$ cat config.mk
export PLATFORM = sky130hd
export DESIGN_NAME = fft_bfly_r2
export DESIGN_NICKNAME = d
export VERILOG_FILES = /design/src/rtl/fft_bfly_r2.sv
export SDC_FILE = /design/constraint.sdc
export NUM_CORES = 1
export LEC_CHECK = 0
export ABC_CLOCK_PERIOD_IN_PS = 3100
export CAP_MARGIN = 30
export CELL_PAD_IN_SITES_DETAIL_PLACEMENT = 2
export CELL_PAD_IN_SITES_GLOBAL_PLACEMENT = 2
export CORE_MARGIN = 4
export CORE_UTILIZATION = 35
export CTS_BUF_LIST = sky130_fd_sc_hd__clkbuf_8
export CTS_CLUSTER_DIAMETER = 80
export DETAILED_ROUTE_END_ITERATION = 16
export GPL_ROUTABILITY_DRIVEN = 0
export PLACE_DENSITY_LB_ADDON = 0.1
export SLEW_MARGIN = 20
export SYNTH_ARGS = -nofsm -noshare
export SYNTH_HDL_FRONTEND = slang
export SYNTH_SLANG_ARGS = --single-unit
$ cat constraint.sdc
create_clock -name clk -period 3.1 [get_ports clk]
set_input_delay 0.62 -clock clk [delete_from_list [all_inputs] [get_ports clk]]
set_output_delay 0.62 -clock clk [all_outputs]
set_load 0.02 [all_outputs]
$ cat src/rtl/fft_bfly_r2.sv
`timescale 1ns/1ps
// Radix-2 DIT butterfly placed after the twiddle multiplier: delays operand A
// to meet W*B, forms A+WB / A-WB with halving or saturation, tracks frame beats.
module fft_bfly_r2 #(
    parameter int N        = 16,
    parameter int MULT_LAT = 2,
    parameter int PAIRS    = 512
) (
    input  logic         clk,
    input  logic         reset,
    input  logic         in_valid,
    input  logic [N-1:0] in_ar,
    input  logic [N-1:0] in_ai,
    input  logic         scale,
    input  logic [N-1:0] wb_r,
    input  logic [N-1:0] wb_i,
    input  logic         ovf_clr,
    output logic         out_valid,
    output logic [N-1:0] x0_r,
    output logic [N-1:0] x0_i,
    output logic [N-1:0] x1_r,
    output logic [N-1:0] x1_i,
    output logic         out_last,
    output logic         ovf_sticky
);

    localparam int W  = 2 * N + 2;
    localparam int CW = (PAIRS > 2) ? $clog2(PAIRS) : 1;
    localparam logic [CW-1:0] LAST_BEAT = CW'(PAIRS - 1);

    // Each stage holds {valid, scale, a_r, a_i}; no stall, so it shifts every cycle.
    logic [MULT_LAT-1:0][W-1:0] align_reg;
    logic [W-1:0]               in_word;
    logic [W-1:0]               tail;
    logic                       tail_valid;
    logic                       tail_scale;
    logic [N-1:0]               tail_ar;
    logic [N-1:0]               tail_ai;

    assign in_word    = {in_valid, scale, in_ar, in_ai};
    assign tail       = align_reg[MULT_LAT-1];
    assign tail_valid = tail[W-1];
    assign tail_scale = tail[W-2];
    assign tail_ar    = tail[2*N-1:N];
    assign tail_ai    = tail[N-1:0];

    always_ff @(posedge clk or negedge reset) begin
        if (!reset) begin
            align_reg <= '0;
        end else begin
            align_reg[0] <= in_word;
            for (int i = 1; i < MULT_LAT; i++) begin
                align_reg[i] <= align_reg[i-1];
            end
        end
    end

    // Component order: 0 = x0_r, 1 = x0_i, 2 = x1_r, 3 = x1_i.
    logic [3:0][N-1:0] res_next;
    logic [3:0]        clamp_next;

    for (genvar gi = 0; gi < 4; gi++) begin : g_comp
        localparam bit IMAG = (gi % 2) == 1;
        localparam bit SUB  = gi >= 2;

        logic signed [N:0] a_ext;
        logic signed [N:0] b_ext;
        logic signed [N:0] sum;
        logic              sat;

        assign a_ext = IMAG ? {tail_ai[N-1], tail_ai} : {tail_ar[N-1], tail_ar};
        assign b_ext = IMAG ? {wb_i[N-1], wb_i} : {wb_r[N-1], wb_r};
        assign sum   = SUB ? (a_ext - b_ext) : (a_ext + b_ext);
        // N+1-bit result fits in N bits only when its top two bits agree.
        assign sat   = sum[N] != sum[N-1];

        assign res_next[gi]   = tail_scale ? sum[N:1]
                              : sat ? {sum[N], {(N-1){~sum[N]}}}
                              : sum[N-1:0];
        assign clamp_next[gi] = !tail_scale && sat;
    end

    logic [CW-1:0] beat_cnt_reg;

    always_ff @(posedge clk or negedge reset) begin
        if (!reset) begin
            out_valid    <= 1'b0;
            out_last     <= 1'b0;
            ovf_sticky   <= 1'b0;
            x0_r         <= '0;
            x0_i         <= '0;
            x1_r         <= '0;
            x1_i         <= '0;
            beat_cnt_reg <= '0;
        end else begin
            out_valid  <= tail_valid;
            out_last   <= tail_valid && (beat_cnt_reg == LAST_BEAT);
            // A fresh clamp outranks a clear arriving on the same edge.
            ovf_sticky <= (tail_valid && |clamp_next) || (ovf_sticky && !ovf_clr);
            if (tail_valid) begin
                x0_r         <= res_next[0];
                x0_i         <= res_next[1];
                x1_r         <= res_next[2];
                x1_i         <= res_next[3];
                beat_cnt_reg <= (beat_cnt_reg == LAST_BEAT) ? '0 : beat_cnt_reg + 1'b1;
            end
        end
    end

endmodule

Yosys cells after proc, flatten, opt, wreduce, memory -nomap -nowiden
Cells that the tools add are included.

Register bits after elaboration: 144. Bits of input ports: 69. Output and inout bits: 67. Logic and storage cells: 44.

Add/subtract/negate cells: 5. Equality and inequality tests: 5. Multiplexer cells: 9. Bitwise logic cells: 4. Reductions and logical operators: 11.

Operators by type and width (count): $mux W16 (8); $add A16 B16 Y17 (2); $sub A16 B16 Y17 (2); $add A9 B1 Y9 const B (1); $eq A9 B9 Y1 const B (1); $mux W9 (1); $logic_and A1 B1 Y1 (7); $ne A1 B1 Y1 (4); $not A1 Y1 (4); $reduce_or A4 Y1 (1); $logic_not A1 Y1 (2); $logic_or A1 B1 Y1 (1).

Depth between registers and ports, before layout
Depth in word-level cells: 6. Mapped depth: 13. Gate-level depth less buffers: 12.

Worst setup path before layout
OpenSTA, ideal clock, no wires.

Kind: input to register. Start: input port wb_r[4]. End: register x1_r[3]. Library setup time: 0.120 ns. Data arrival time: 2.745 ns. Data required time: 2.980 ns. Setup slack: 0.236 ns. Stages on the path: 11. Path buffers: 1. Cell sequence: inv_1 ha_1 buf_4 a21o_1 or3_1 o21bai_2 mux2i_1 nand2_1 nor2_1 o21ai_0 a31o_1.

Word-level cells in the longest chain between the ends: 4. Elaborated cells between the ends (all ways): 5. Those cells by class: 1 x add/sub; 1 x eq/ne; 2 x mux; 1 x bitwise.

Ends and longest elaborated chain: start, declared (line 15) `input logic [N-1:0] wb_r,`; $sub A16 B16 Y17 * (line 73) `assign sum = SUB ? (a_ext - b_ext) : (a_ext + b_ext);`; $ne A1 B1 Y1 or $not A1 Y1 (tied branches) (line 75, 78); $mux W16 (line 78) `: sat ? {sum[N], {(N-1){~sum[N]}}}`; $mux W16 * (line 77) `assign res_next[gi] = tail_scale ? sum[N:1]`; end signal, assigned (line 103) `x1_r <= res_next[2];`; end, declared (line 21) `output logic [N-1:0] x1_r,`.

Every way passes the cells marked *; elsewhere a longest branch is shown, timed or not. A chain may end at the register's enable or synchronous reset.

Worst setup path in the final report
Start: input port wb_i[2]. End: register x0_i[0].

Word-level cells in the longest chain between the ends: 4. Elaborated cells between the ends (all ways): 5. Those cells by class: 1 x add/sub; 1 x eq/ne; 2 x mux; 1 x bitwise.

Ends and longest elaborated chain: start, declared (line 16) `input logic [N-1:0] wb_i,`; $add A16 B16 Y17 *; $ne A1 B1 Y1 or $not A1 Y1 (tied branches) (line 75, 78); $mux W16 * (line 78); $mux W16 * (line 77); end signal, assigned (line 102) `x0_i <= res_next[1];`; end, declared (line 20) `output logic [N-1:0] x0_i,`.

Marked as above.

==> results.toml <==
[logic_synthesis]
synth.yosys.warnings = 0
synthCells = 938
synth_cell_types = 87
seq_area_frac_synth_pct = 40.0
ys.flop_type = "dfrtp_1"
synth_top_cell_by_area = "dfrtp_1"
synthTopCellsByArea = "dfrtp_1, ha_1, a21oi_1"
syn_area_um2 = 9000
ys_ff_latch = 144
synth_edf_count = 0
synthesis.nets = 1077
syn_avg_cell_area_um2 = 9.59
netlist.area_leader.share_pct = 40.0
ys_async_sr_fraction_pct = 100

[worst_setup_path]
cp.required_ps = 3460
critPathCaptureType = "register"
path_class = "in -> reg"
critPathLaunchType = "input port"
cp_max_fo = 6
cp.arrival_ps = 3460

[clock_network]
cts_made_buffers = 17
cts-root-buf = "clkbuf_8"
clk_pin_slew_ps = 80
htree_levels = 4
cts_tree = "done"
clk_path_buf_depth = 2
clkSinkCount = 144
clock_latency_ps = 480

[cells_and_area]
antenna_cells = 0
area_growth_pct = 45.4
nNetsFinal = 1393
drive_gt1_share_pct = 27.9
fin_cells = 1595

[sta]
finClkSkew_ps = 21.6
fin_ws_ps = 0.518
fmax_mhz = 323
slew_headroom_pct = 55.8
setup_viol = 0
tightest_slew_ps = 663
hold_viol = 0
drv_slew = 0
period_needed_ps = 3100
period_share_pct = 100

[routing]
routedWlPerCell_um = 22.7
drtAntennaViolNets = 0
firstDrtPassIters = 5
drc = 0
totalWireLength_um = 36200
vias = 8614
avgViaCountPerCell = 5.40
first_iter_violations = 483

[floorplan]
rows = 58
die_h_um = 168
num_io_pins = 136
initial_core_util_pct = 35.6
core-area_um2 = 25300
die-area_um2 = 28300
chipWidth_um = 168

[grt]
overflow = 0
met3_usage_pct = 3.43
grtUsageTotal_pct = 23.9
grt_util_met1_pct = 33.1
grt_max_degree = 58
use_met2_pct = 39.8
grt_pass1_vias = 9429
grt_pass1_wl_um = 53900
grt-busiest-layer = "met2"
antenna_found_initial = 0

[pwr]
powerDensity_nw_per_um2 = 533
power_leakage_uw = 0.00582
ir_drop_mv = 0.264

[placement]
dp_cells = 1552
port_buffers = 135
hpwl_um = 25700
post-place-ws_ps = -622

[outcome]
status = "finished clean"

[run]
cap_violations = 0

[min_path]
holdCritPathClass = "reg -> reg"
-- timing repair --
| item | 4_1_cts | 5_1_grt |
|---|---|---|
| pin swaps | 5 | 35 |
| hold buffers | 1 | 0 |
| hold endpoints to repair | 20 | 0 |
| setup buffers | 2 | 10 |
| endpoints found under the setup margin | 24 | 58 |
| cloned | 0 | 1 |
| gates resized for setup | 15 | 89 |
-- critical path, cell delays in order --
cell and delay [ps]:
clkdlybuf4s50_1 480, inv_1 50, ha_2 330, nand2b_1 150
o311ai_4 160, a2111oi_4 380, buf_4 210, a211oi_4 80
xor2_2 240, a21oi_4 290, clkbuf_16 210, o21ai_1 60
a22o_1 180
-- area by class of cell --
class / instances / area, µm²
clock buffer: 17 / 234
clock inverter: 13 / 189
fill: 2622 / 12200
inverter: 67 / 256
multi-input combinational: 676 / 5320
sequential: 144 / 3600
tap: 330 / 413
timing repair buffer: 348 / 3070
-- layout by cell type (no fill, tap or decap), drive strengths merged, types with 6 or more instances in the layout --
cell / count
nand3: 10
o21a: 14
a211oi: 12
o2bb2ai: 11
xor2: 15
clkbuf: 18
nor2: 71
o31ai: 14
and3: 6
and2: 9
a31oi: 10
a31o: 7
dfrtp: 144
inv: 68
clkdlybuf4s50: 127
ha: 66
dlymetal6s2s: 7
a22o: 20
o21ai: 64
a21o: 14
nand2b: 17
clkinv: 6
o211ai: 11
buf: 212
nor3: 15
xnor2: 42
or3: 6
nand2: 51
a21oi: 94
o21bai: 10
nor2b: 18
-- final timing paths --
kind                                 end           from  depth (start not counted)  slack [ps]
hold reg to reg                 tail[26]  align_reg[26]                          0         350
setup reg to reg              ovf_sticky       tail[17]                         11         140
min in group asynchronous        tail[3]          reset                          2         550
setup / recovery                 x0_i[0]        wb_i[2]                         13         0.5
max in group asynchronous  align_reg[17]          reset                          3        1780
hold / removal                  tail[26]  align_reg[26]                          0         350
-- kinds of logic (layout without fill, tap and decap cells) --
family	count (synthesis)	after routing	synth area share [%]
adder cells (fa/ha/maj)	73	73	10.4
XOR/XNOR	57	57	5.84
multiplexers	8	8	0.945
buffers and inverters	118	445	5.80
flip-flops	144	144	40.0
AO/OA/AOI/OAI	315	315	24.6
AND/OR/NAND/NOR	223	223	12.3
-- Yosys cell counts (4+ instances only) --
library cell / n
a211oi_1: 8
a21o_1: 14
a21oi_1: 90
a21oi_2: 4
a22o_1: 20
a31o_1: 6
a31oi_1: 10
and2_1: 9
and3_1: 5
buf_2: 17
buf_4: 4
buf_6: 5
clkbuf_1: 22
dfrtp_1: 144
fa_1: 4
ha_1: 66
inv_1: 63
mux2_2: 4
mux2i_1: 4
nand2_1: 51
nand2b_1: 17
nand3_1: 10
nor2_1: 67
nor2b_1: 17
nor3_1: 15
o211ai_1: 10
o21a_1: 14
o21ai_0: 47
o21ai_1: 15
o21bai_1: 7
o221ai_1: 4
o2bb2ai_1: 11
o31ai_1: 14
or3_1: 6
xnor2_1: 42
xor2_1: 13
-- stage by stage --
step | instance area (µm²) | hold slack (ps) | util, % | total power, µW | setup TNS (ps)
after floorplan | 9000 | 324 | - | 3700 | 0
final | 13100 | 352 | 51.8 | 6970 | 0
after global routing | 13100 | 364 | 51.8 | 7350 | -1410
after global placement | 12100 | 332 | 47.8 | 4940 | -22790
after CTS | 12600 | 355 | 49.8 | 6830 | 0
after detailed placement | 12100 | 336 | 47.8 | 5060 | -30200
-- layer usage --
metal / share of wire [%] / wire length, µm
met5: 0 / 0
met3: 3.3 / 1180
met2: 50 / 18000
met1: 46 / 16600
met4: 1.1 / 405
-- report_power, final --
group          internal [µW]  total [µW]  switching, µW
sequential              2140        2370            232
combinational           1370        2900           1540
clock                    873        1700            830
total                   4380        6970           2600
Note: power is estimated with default switching activity, not from simulation.
